==> config.mk <==
export PLATFORM = sky130hd
export DESIGN_NAME = mmcm_reset_sequencer
export DESIGN_NICKNAME = d
export VERILOG_FILES = /design/src/rtl/mmcm_reset_sequencer.sv
export SDC_FILE = /design/constraint.sdc
export NUM_CORES = 1
export LEC_CHECK = 0
export CORE_ASPECT_RATIO = 0.9
export CORE_MARGIN = 4
export CORE_UTILIZATION = 45
export DETAILED_ROUTE_END_ITERATION = 10
export DONT_BUFFER_PORTS = 1
export GPL_TIMING_DRIVEN = 0
export SYNTH_ARGS = -nofsm -noshare
export SYNTH_HDL_FRONTEND = slang
export SYNTH_SLANG_ARGS = --single-unit
==> constraint.sdc <==
create_clock -name CLK -period 5.34 [get_ports CLK]
set_clock_uncertainty 0.1 [all_clocks]
set_input_delay 0.534 -clock CLK [delete_from_list [all_inputs] [get_ports CLK]]
set_output_delay 0.534 -clock CLK [all_outputs]
set_load 0.01 [all_outputs]
==> src/rtl/mmcm_reset_sequencer.sv <==
// Staged reset release for the core once the MMCM has locked and stayed locked.
// Re-asserts every stage on lock loss or software request; counts lock losses.
module mmcm_reset_sequencer #(
  parameter int SYNC_STAGES        = 2,
  parameter int LOCK_STABLE_CYCLES = 256,
  parameter int STAGE_GAP_CYCLES   = 16,
  parameter int NUM_STAGES         = 3,
  parameter int LOSS_CNT_W         = 8
) (
  input  logic                  CLK,
  input  logic                  ASYNC_RESET_N,
  input  logic                  LOCKED,
  input  logic                  SW_RESET,
  output logic [NUM_STAGES-1:0] RESET_OUT_N,
  output logic                  READY,
  output logic [LOSS_CNT_W-1:0] LOCK_LOSS_COUNT,
  output logic [1:0]            STATE
);

  localparam int SCW = $clog2(LOCK_STABLE_CYCLES + 1);
  localparam int GCW = $clog2(STAGE_GAP_CYCLES + 1);
  localparam logic [SCW-1:0] SC_ONE = SCW'(1);
  localparam logic [SCW-1:0] SC_MAX = SCW'(LOCK_STABLE_CYCLES);
  localparam logic [GCW-1:0] GC_MAX = GCW'(STAGE_GAP_CYCLES);

  if (SYNC_STAGES < 2) begin : g_chk_sync
    $error("SYNC_STAGES must be >= 2");
  end
  if (LOCK_STABLE_CYCLES < 1) begin : g_chk_stable
    $error("LOCK_STABLE_CYCLES must be >= 1");
  end
  if (STAGE_GAP_CYCLES < 1) begin : g_chk_gap
    $error("STAGE_GAP_CYCLES must be >= 1");
  end
  if (NUM_STAGES < 1) begin : g_chk_stages
    $error("NUM_STAGES must be >= 1");
  end
  if (LOSS_CNT_W < 1) begin : g_chk_loss
    $error("LOSS_CNT_W must be >= 1");
  end

  typedef enum logic [1:0] {
    S_WAIT_LOCK = 2'd0,
    S_STABLE    = 2'd1,
    S_RELEASE   = 2'd2,
    S_RUN       = 2'd3
  } state_e;

  state_e                  state_q, state_d;
  logic [SYNC_STAGES-1:0]  sync_q, sync_d;
  logic [SCW-1:0]          scnt_q, scnt_d;
  logic [GCW-1:0]          gcnt_q, gcnt_d;
  logic [NUM_STAGES-1:0]   rst_q, rst_d;
  logic                    ready_q, ready_d;
  logic [LOSS_CNT_W-1:0]   loss_q, loss_d;
  logic [NUM_STAGES-1:0]   therm;
  logic                    lock_s;
  logic                    first_rel;

  assign sync_d = {sync_q[SYNC_STAGES-2:0], LOCKED};
  assign lock_s = sync_q[SYNC_STAGES-1];

  // Next release pattern: one more stage shifted in from bit 0 upward.
  always_comb begin
    therm    = '0;
    therm[0] = 1'b1;
    for (int i = 1; i < NUM_STAGES; i++) therm[i] = rst_q[i-1];
  end

  always_comb begin
    state_d   = state_q;
    scnt_d    = scnt_q;
    gcnt_d    = gcnt_q;
    rst_d     = rst_q;
    ready_d   = ready_q;
    loss_d    = loss_q;
    first_rel = 1'b0;
    case (state_q)
      S_WAIT_LOCK: begin
        rst_d   = '0;
        ready_d = 1'b0;
        scnt_d  = '0;
        if (lock_s) begin
          scnt_d = SC_ONE;
          if (SC_ONE == SC_MAX) first_rel = 1'b1;
          else                  state_d   = S_STABLE;
        end
      end
      S_STABLE: begin
        if (!lock_s) begin
          state_d = S_WAIT_LOCK;
          scnt_d  = '0;
        end else begin
          scnt_d = scnt_q + 1'b1;
          if (scnt_d == SC_MAX) first_rel = 1'b1;
        end
      end
      S_RELEASE, S_RUN: begin
        if (!lock_s) begin
          state_d = S_WAIT_LOCK;
          rst_d   = '0;
          ready_d = 1'b0;
          scnt_d  = '0;
          if (loss_q != '1) loss_d = loss_q + 1'b1;
        end else if (SW_RESET) begin
          // Software restart requalifies lock from scratch but is not a loss.
          state_d = S_STABLE;
          rst_d   = '0;
          ready_d = 1'b0;
          scnt_d  = '0;
        end else if (state_q == S_RELEASE) begin
          gcnt_d = gcnt_q + 1'b1;
          if (gcnt_d == GC_MAX) begin
            gcnt_d = '0;
            rst_d  = therm;
            if (&therm) begin
              state_d = S_RUN;
              ready_d = 1'b1;
            end
          end
        end
      end
      default: state_d = S_WAIT_LOCK;
    endcase

    if (first_rel) begin
      rst_d  = NUM_STAGES'(1);
      gcnt_d = '0;
      if (NUM_STAGES == 1) begin
        state_d = S_RUN;
        ready_d = 1'b1;
      end else begin
        state_d = S_RELEASE;
      end
    end
  end

  always_ff @(posedge CLK or negedge ASYNC_RESET_N) begin
    if (!ASYNC_RESET_N) begin
      state_q <= S_WAIT_LOCK;
      sync_q  <= '0;
      scnt_q  <= '0;
      gcnt_q  <= '0;
      rst_q   <= '0;
      ready_q <= 1'b0;
      loss_q  <= '0;
    end else begin
      state_q <= state_d;
      sync_q  <= sync_d;
      scnt_q  <= scnt_d;
      gcnt_q  <= gcnt_d;
      rst_q   <= rst_d;
      ready_q <= ready_d;
      loss_q  <= loss_d;
    end
  end

  assign RESET_OUT_N     = rst_q;
  assign READY           = ready_q;
  assign LOCK_LOSS_COUNT = loss_q;
  assign STATE           = state_q;

endmodule
* Word-level counts from Yosys, hierarchy flattened
Index checks and enable logic that the tools add are counted.
** Operators by class
- Add/sub/neg operators :: 3
- Equal/unequal tests :: 16
- Mux-type cells :: 35
- Bitwise gates (word level) :: 1
- Reductions and logical operators :: 13
** Operators with widths (count)
- two-way mux 5 bit :: 6
- two-way mux 9 bit :: 3
- one-hot mux 9 bit (3 select lines) :: 1
- two-way mux 2 bit :: 8
- two-way mux 3 bit :: 5
- inequality test 5 bit, second input constant :: 3
- inequality test 4 bit, second input constant :: 3
- adder 9 x 1 -> 9 bit, second input constant :: 1
- equality test 9 bit, second input constant :: 1
- two-way mux 1 bit :: 9
- inequality test 3 bit, second input constant :: 3
- adder 8 x 1 -> 8 bit, second input constant :: 1
- inequality test 8 bit, second input constant :: 1
- AND reduction 4 bit :: 2
- nonzero test 2 bit :: 4
- one-hot mux 2 bit (3 select lines) :: 1
- one-hot mux 3 bit (2 select lines) :: 1
- AND reduction 3 bit :: 2
- adder 5 x 1 -> 5 bit, second input constant :: 1
- equality test 5 bit, second input constant :: 1
- AND reduction 5 bit :: 1
- equality test 2 bit, second input constant :: 2
- nonzero test 3 bit :: 1
- equality test 2 x 1 -> 1 bit, second input constant :: 1
- 6 further kinds :: 6
** Storage, ports and cells
- Register bits :: 30
- Input bits :: 4
- Output and inout port bits :: 14
- Word-level logic and storage cells :: 75

* Logic depth before layout (Yosys ltp)
- Depth after elaboration :: 8
- Gate-level depth with buffers :: 7
- Mapped depth without buffers :: 6

* Worst setup path after synthesis
OpenSTA, ideal clock, no wires.
- Path type :: reg2reg
- Start point :: register scnt_q[0]
- End point :: register state_q[0], in the netlist STATE[0]
- Library setup time :: 0.145 ns
- Data arrival time :: 1.778 ns
- Required time :: 5.095 ns
- Setup slack :: 3.317 ns
- Stages on the path, launching flop included :: 8
- Path buffers :: 1
- Clock period less this slack :: 2.023 ns
- Cell sequence :: dfrtp_1 ha_1 and2_1 clkbuf_2 xor2_1 a41oi_1 a2111oi_4 o21ai_0
** On the way
- Word-level cells in the longest chain between the ends :: 7
- Elaborated cells between the ends (all ways) :: 12
- Classes of those cells :: add/sub (1); eq/ne (6); mux (4); reduce/logical (1)
** RTL lines
- start, declared :: RTL line 51 : logic [SCW-1:0] scnt_q, scnt_d;
- start signal, assigned :: RTL line 150 : scnt_q <= scnt_d;
- adder 9 x 1 -> 9 bit * :: RTL line 94 : scnt_d = scnt_q + 1'b1;
- equality test 9 bit * :: RTL line 95 : if (scnt_d == SC_MAX) first_rel = 1'b1;
- two-way mux 1 bit * :: RTL line 95
- two-way mux 1 bit * :: RTL line 90 : if (!lock_s) begin
- two-way mux 1 bit * :: RTL line 78 : case (state_q)
- inequality test 5 bit (no line) / inequality test 3 bit (equally long branches)
- AND reduction 5 bit (no line)
- end signal, assigned :: RTL line 148 : state_q <= state_d;
- end, declared :: RTL line 49 : state_e state_q, state_d;
Mark *: on every way between the ends. The rest lies on a longest branch, timed or not.
A chain may end at the register's enable or synchronous reset.

* Worst setup path after layout
- Start point :: register scnt_q[0]
- End point :: register gcnt_q[3]
** On the way
- Word-level cells in the longest chain between the ends :: 7
- Elaborated cells between the ends (all ways) :: 11
- Classes of those cells :: add/sub (1); eq/ne (2); mux (4); reduce/logical (4)
** RTL lines
- adder 9 x 1 -> 9 bit * :: RTL line 94
- equality test 9 bit * :: RTL line 95
- two-way mux 1 bit * :: RTL line 95
- two-way mux 1 bit * :: RTL line 90
- two-way mux 1 bit * :: RTL line 78
- inequality test 2 x 1 -> 1 bit (no line) / nonzero test 2 bit (equally long branches)
- AND reduction 4 bit (no line)
- end signal, assigned :: RTL line 151 : gcnt_q <= gcnt_d;
- end, declared :: RTL line 52 : logic [GCW-1:0] gcnt_q, gcnt_d;
Marked as above.

==> flow_metrics.tcl <==
set metrics [dict create \
    detailedPlacementHpwl_um 2320 \
    fp.dieH_um 64.4 \
    p_sw_frac 0.225 \
    synth_fp_nets 176 \
    cap_viol_max_count 0 \
    hold_viol_final 0 \
    cts_setup_buffers 0 \
    portBuffers 0 \
    initial_core_util 0.470 \
    report.final.slew_viol_count 0 \
    synth_edf_count 0 \
    syn-cell-area_um2 1590 \
    clk_pin_slew_ns 0.06 \
    cellInternalPower_mw 0.341 \
    layout-area-overhead-vs-synth_pct 11.1 \
    total_overflow_reported_by_the_global_router 0 \
    final_antenna_net_count 0 \
    drive_above_1_share 0.129 \
    postLayoutCellArea_um2 1770 \
    static-leakage-power_nw 0.769 \
    remaining_drc_errors 0 \
    slew-limit-headroom 0.602 \
    cts_made_buffers 5 \
    floorplan.die.width_um 70.6 \
    yosys-top-cells-area "sky130_fd_sc_hd__dfrtp_1, sky130_fd_sc_hd__nand2_1, sky130_fd_sc_hd__o21ai_0, sky130_fd_sc_hd__nand3_1, sky130_fd_sc_hd__xnor2_1" \
    fp-row-count 20 \
    power_frac_seq 0.533 \
    synth.lib_cells_used.distinct 41 \
    critical_path.max_fanout 10 \
    share_comb_of_total_power 0.044 \
    synthDominantAreaCellType "sky130_fd_sc_hd__dfrtp_1" \
    post-synth-top-count-cell "sky130_fd_sc_hd__dfrtp_1" \
    setup-violations-final 0 \
    fin_setup_tns_ns 0 \
    dieArea_um2 4550 \
    antenna_found_initial 0 \
    floorplan.io_pins 18 \
    via_count 1239 \
    critical_path.cell_chain "ha_1 -> and2_1 -> clkbuf_2 -> xor2_1 -> a41oi_1 -> a2111oi_4 -> o21ai_0" \
    grt_first_pass_wirelength_um 5580 \
    finalWeightedCongestion 0.807 \
    critical-path-slowest-cell "sky130_fd_sc_hd__a2111oi_4" \
    post_cts_resize_count 0 \
    period_share 0.444 \
    timing.setup.critical_path_class "reg2reg" \
    critPathArrivalTime_ns 2.41 \
    critPathCaptureType "flop" \
    ys_seq_area_frac 0.472 \
    postSynthRegisterBits 30 \
    hold_path_class "in2reg" \
    clock.fmax_mhz 422 \
    timing_worst_slew_pin_value_ns 0.598 \
    numPlacedInstances 212 \
    ys_dominant_reg_cell "sky130_fd_sc_hd__dfrtp_1" \
    pwr-share-clk 0.423 \
    largest_net_degree_at_the_start_of_global_routing 31 \
    postPlaceCellArea_um2 1640 \
    run_status "completed" \
    first_global_vias 1196 \
    tritoncts "yes" \
    slowest_delay_ns 0.59 \
    finalNonFillerCells 222 \
    drt-vias-per-instance 5.58 \
    synth-async-reset-ratio 1.00 \
    power_mw 0.440 \
    cp.required_ns 5.38 \
    irDropWorstVdd_v 0.000137 \
    path_buf_inv 1 \
    clock_path_buffers 2 \
    drt-wirelength-per-cell_um 14.7 \
    route.final.wire_length_um 3250 \
    crit_family "compound AO/OA/AOI/OAI gates" \
    grt_setup_unrepaired "false" \
    antenna-diode-count 0 \
    cellPowerDensity_nw_per_um2 249 \
    layout.nets 185 \
    switching_power_mw 0.0991 \
    core_region_area_um2 3380 \
    ctsHoldBuffers 2 \
    synth.top_cells.by_count "sky130_fd_sc_hd__dfrtp_1, sky130_fd_sc_hd__nand2_1, sky130_fd_sc_hd__o21ai_0" \
    final.min_clock_period_ns 2.37 \
    syn-mean-instance-area_um2 9.46 \
    timing.critical_path.from_type "flop" \
    ys.warnings.count 0 \
    cts.sinks 30 \
    netlist_instances 168 \
    clockRootBuffer "sky130_fd_sc_hd__clkbuf_8" \
    dr.pass1.iters 4 \
    clk_latency_ns 0.28 \
    drt-initial-drc-count 47 \
    grt.total_usage 0.155 \
    cts_h_tree_depth 2 \
    synth.top_cell.area_share 0.472 \
]
## cells by family after synthesis
family	after synthesis	synth area share
muxes	1	0.00709
adders and majority gates	4	0.0315
and+or+nand+nor	72	0.232
DFF	30	0.472
AOI/OAI and AO/OA	40	0.168
xor gates and xnor gates	11	0.0606
buffers and inverters	10	0.0291
## worst reg2reg max path, cell delays in order (launching register included)
cell	delay (ns)
sky130_fd_sc_hd__dfrtp_1	0.42
sky130_fd_sc_hd__ha_1	0.26
sky130_fd_sc_hd__and2_1	0.15
sky130_fd_sc_hd__clkbuf_2	0.15
sky130_fd_sc_hd__xor2_1	0.17
sky130_fd_sc_hd__a41oi_1	0.20
sky130_fd_sc_hd__a2111oi_4	0.59
sky130_fd_sc_hd__o21ai_0	0.19
## layer usage
layer | share of wire | track usage | vias up
li1 | - | - | 619
met1 | 0.47 | 0.195 | 594
met2 | 0.48 | 0.254 | 18
met3 | 0.040 | 0.0440 | 8
met4 | 0.016 | 0.0563 | 0
met5 | 0 | 0 | -
## power by group through the flow
stage | clock network (mW) | registers (mW) | logic [mW]
final | 0.186 | 0.235 | 0.0195
after global routing | 0.202 | 0.235 | 0.0228
after CTS | 0.192 | 0.235 | 0.0199
after detailed placement | 0 | 0.239 | 0.0126
after global placement | 0 | 0.239 | 0.0125
after floorplan | 0 | 0.238 | 0.0102
## placed cells by master (no fill, tap or decap), types with 2 or more instances in the layout
cell type	count
sky130_fd_sc_hd__dfrtp_1	30
sky130_fd_sc_hd__nand2_1	24
sky130_fd_sc_hd__o21ai_0	17
sky130_fd_sc_hd__nand3_1	14
sky130_fd_sc_hd__xnor2_1	6
sky130_fd_sc_hd__a21oi_1	6
sky130_fd_sc_hd__clkbuf_8	6
sky130_fd_sc_hd__xor2_1	5
sky130_fd_sc_hd__or2_2	5
sky130_fd_sc_hd__nand4_1	4
sky130_fd_sc_hd__nor2_1	4
sky130_fd_sc_hd__nor3_1	4
sky130_fd_sc_hd__ha_1	4
sky130_fd_sc_hd__inv_1	3
sky130_fd_sc_hd__nand2b_1	3
sky130_fd_sc_hd__clkbuf_1	3
sky130_fd_sc_hd__and3_1	3
sky130_fd_sc_hd__buf_2	3
sky130_fd_sc_hd__a31oi_1	3
sky130_fd_sc_hd__a22o_1	3
sky130_fd_sc_hd__nor2b_1	2
sky130_fd_sc_hd__and2_1	2
sky130_fd_sc_hd__o22ai_1	2
## final cells by class
cell class	count	area (um2)
tap	44	55.1
clock buffer	7	86.3
clock inverter	1	5.00
sequential	30	751
buffer	7	35.0
inverter	3	11.3
timing repair buffer	2	30.0
fill	326	1610
multi-input combinational	128	792
## final timing paths
| path | from | endpoint | slack [ns] | cells after the start |
|---|---|---|---|---|
| worst max-delay path | scnt_q[0]$_DFFE_PN0N_ | gcnt_q[3]$_DFFE_PN0P_ | 2.97 | 7 |
| min in group asynchronous | ASYNC_RESET_N | gcnt_q[2]$_DFFE_PN0P_ | 0.59 | 2 |
| worst min register to register | sync_q[0]$_DFF_PN0_ | sync_q[1]$_DFF_PN0_ | 0.25 | 0 |
| worst max register to register | scnt_q[0]$_DFFE_PN0N_ | gcnt_q[3]$_DFFE_PN0P_ | 2.97 | 7 |
| worst min-delay path | LOCKED | sync_q[0]$_DFF_PN0_ | 0.18 | 0 |
| max in group asynchronous | ASYNC_RESET_N | sync_q[1]$_DFF_PN0_ | 4.38 | 2 |
## sequential cells by signal, indices dropped and copies added (netlist names)
register / count
sync_q: 2
gcnt_q: 5
READY: 1
scnt_q: 9
LOCK_LOSS_COUNT: 8
STATE: 2
RESET_OUT_N: 3
## per-stage QoR
| stage | hold WS [ns] | setup WS [ns] | util |
|---|---|---|---|
| 5_1_grt | 0.167 | 2.76 | 0.523 |
| 2_1_floorplan | 0.138 | 3.32 | - |
| 3_5_place_dp | 0.139 | 2.96 | 0.487 |
| 4_1_cts | 0.174 | 2.95 | 0.523 |
| 6_report | 0.182 | 2.97 | 0.523 |
| 3_3_place_gp | 0.140 | 3.02 | 0.487 |
No activity file was read; power rests on OpenSTA's default activity.
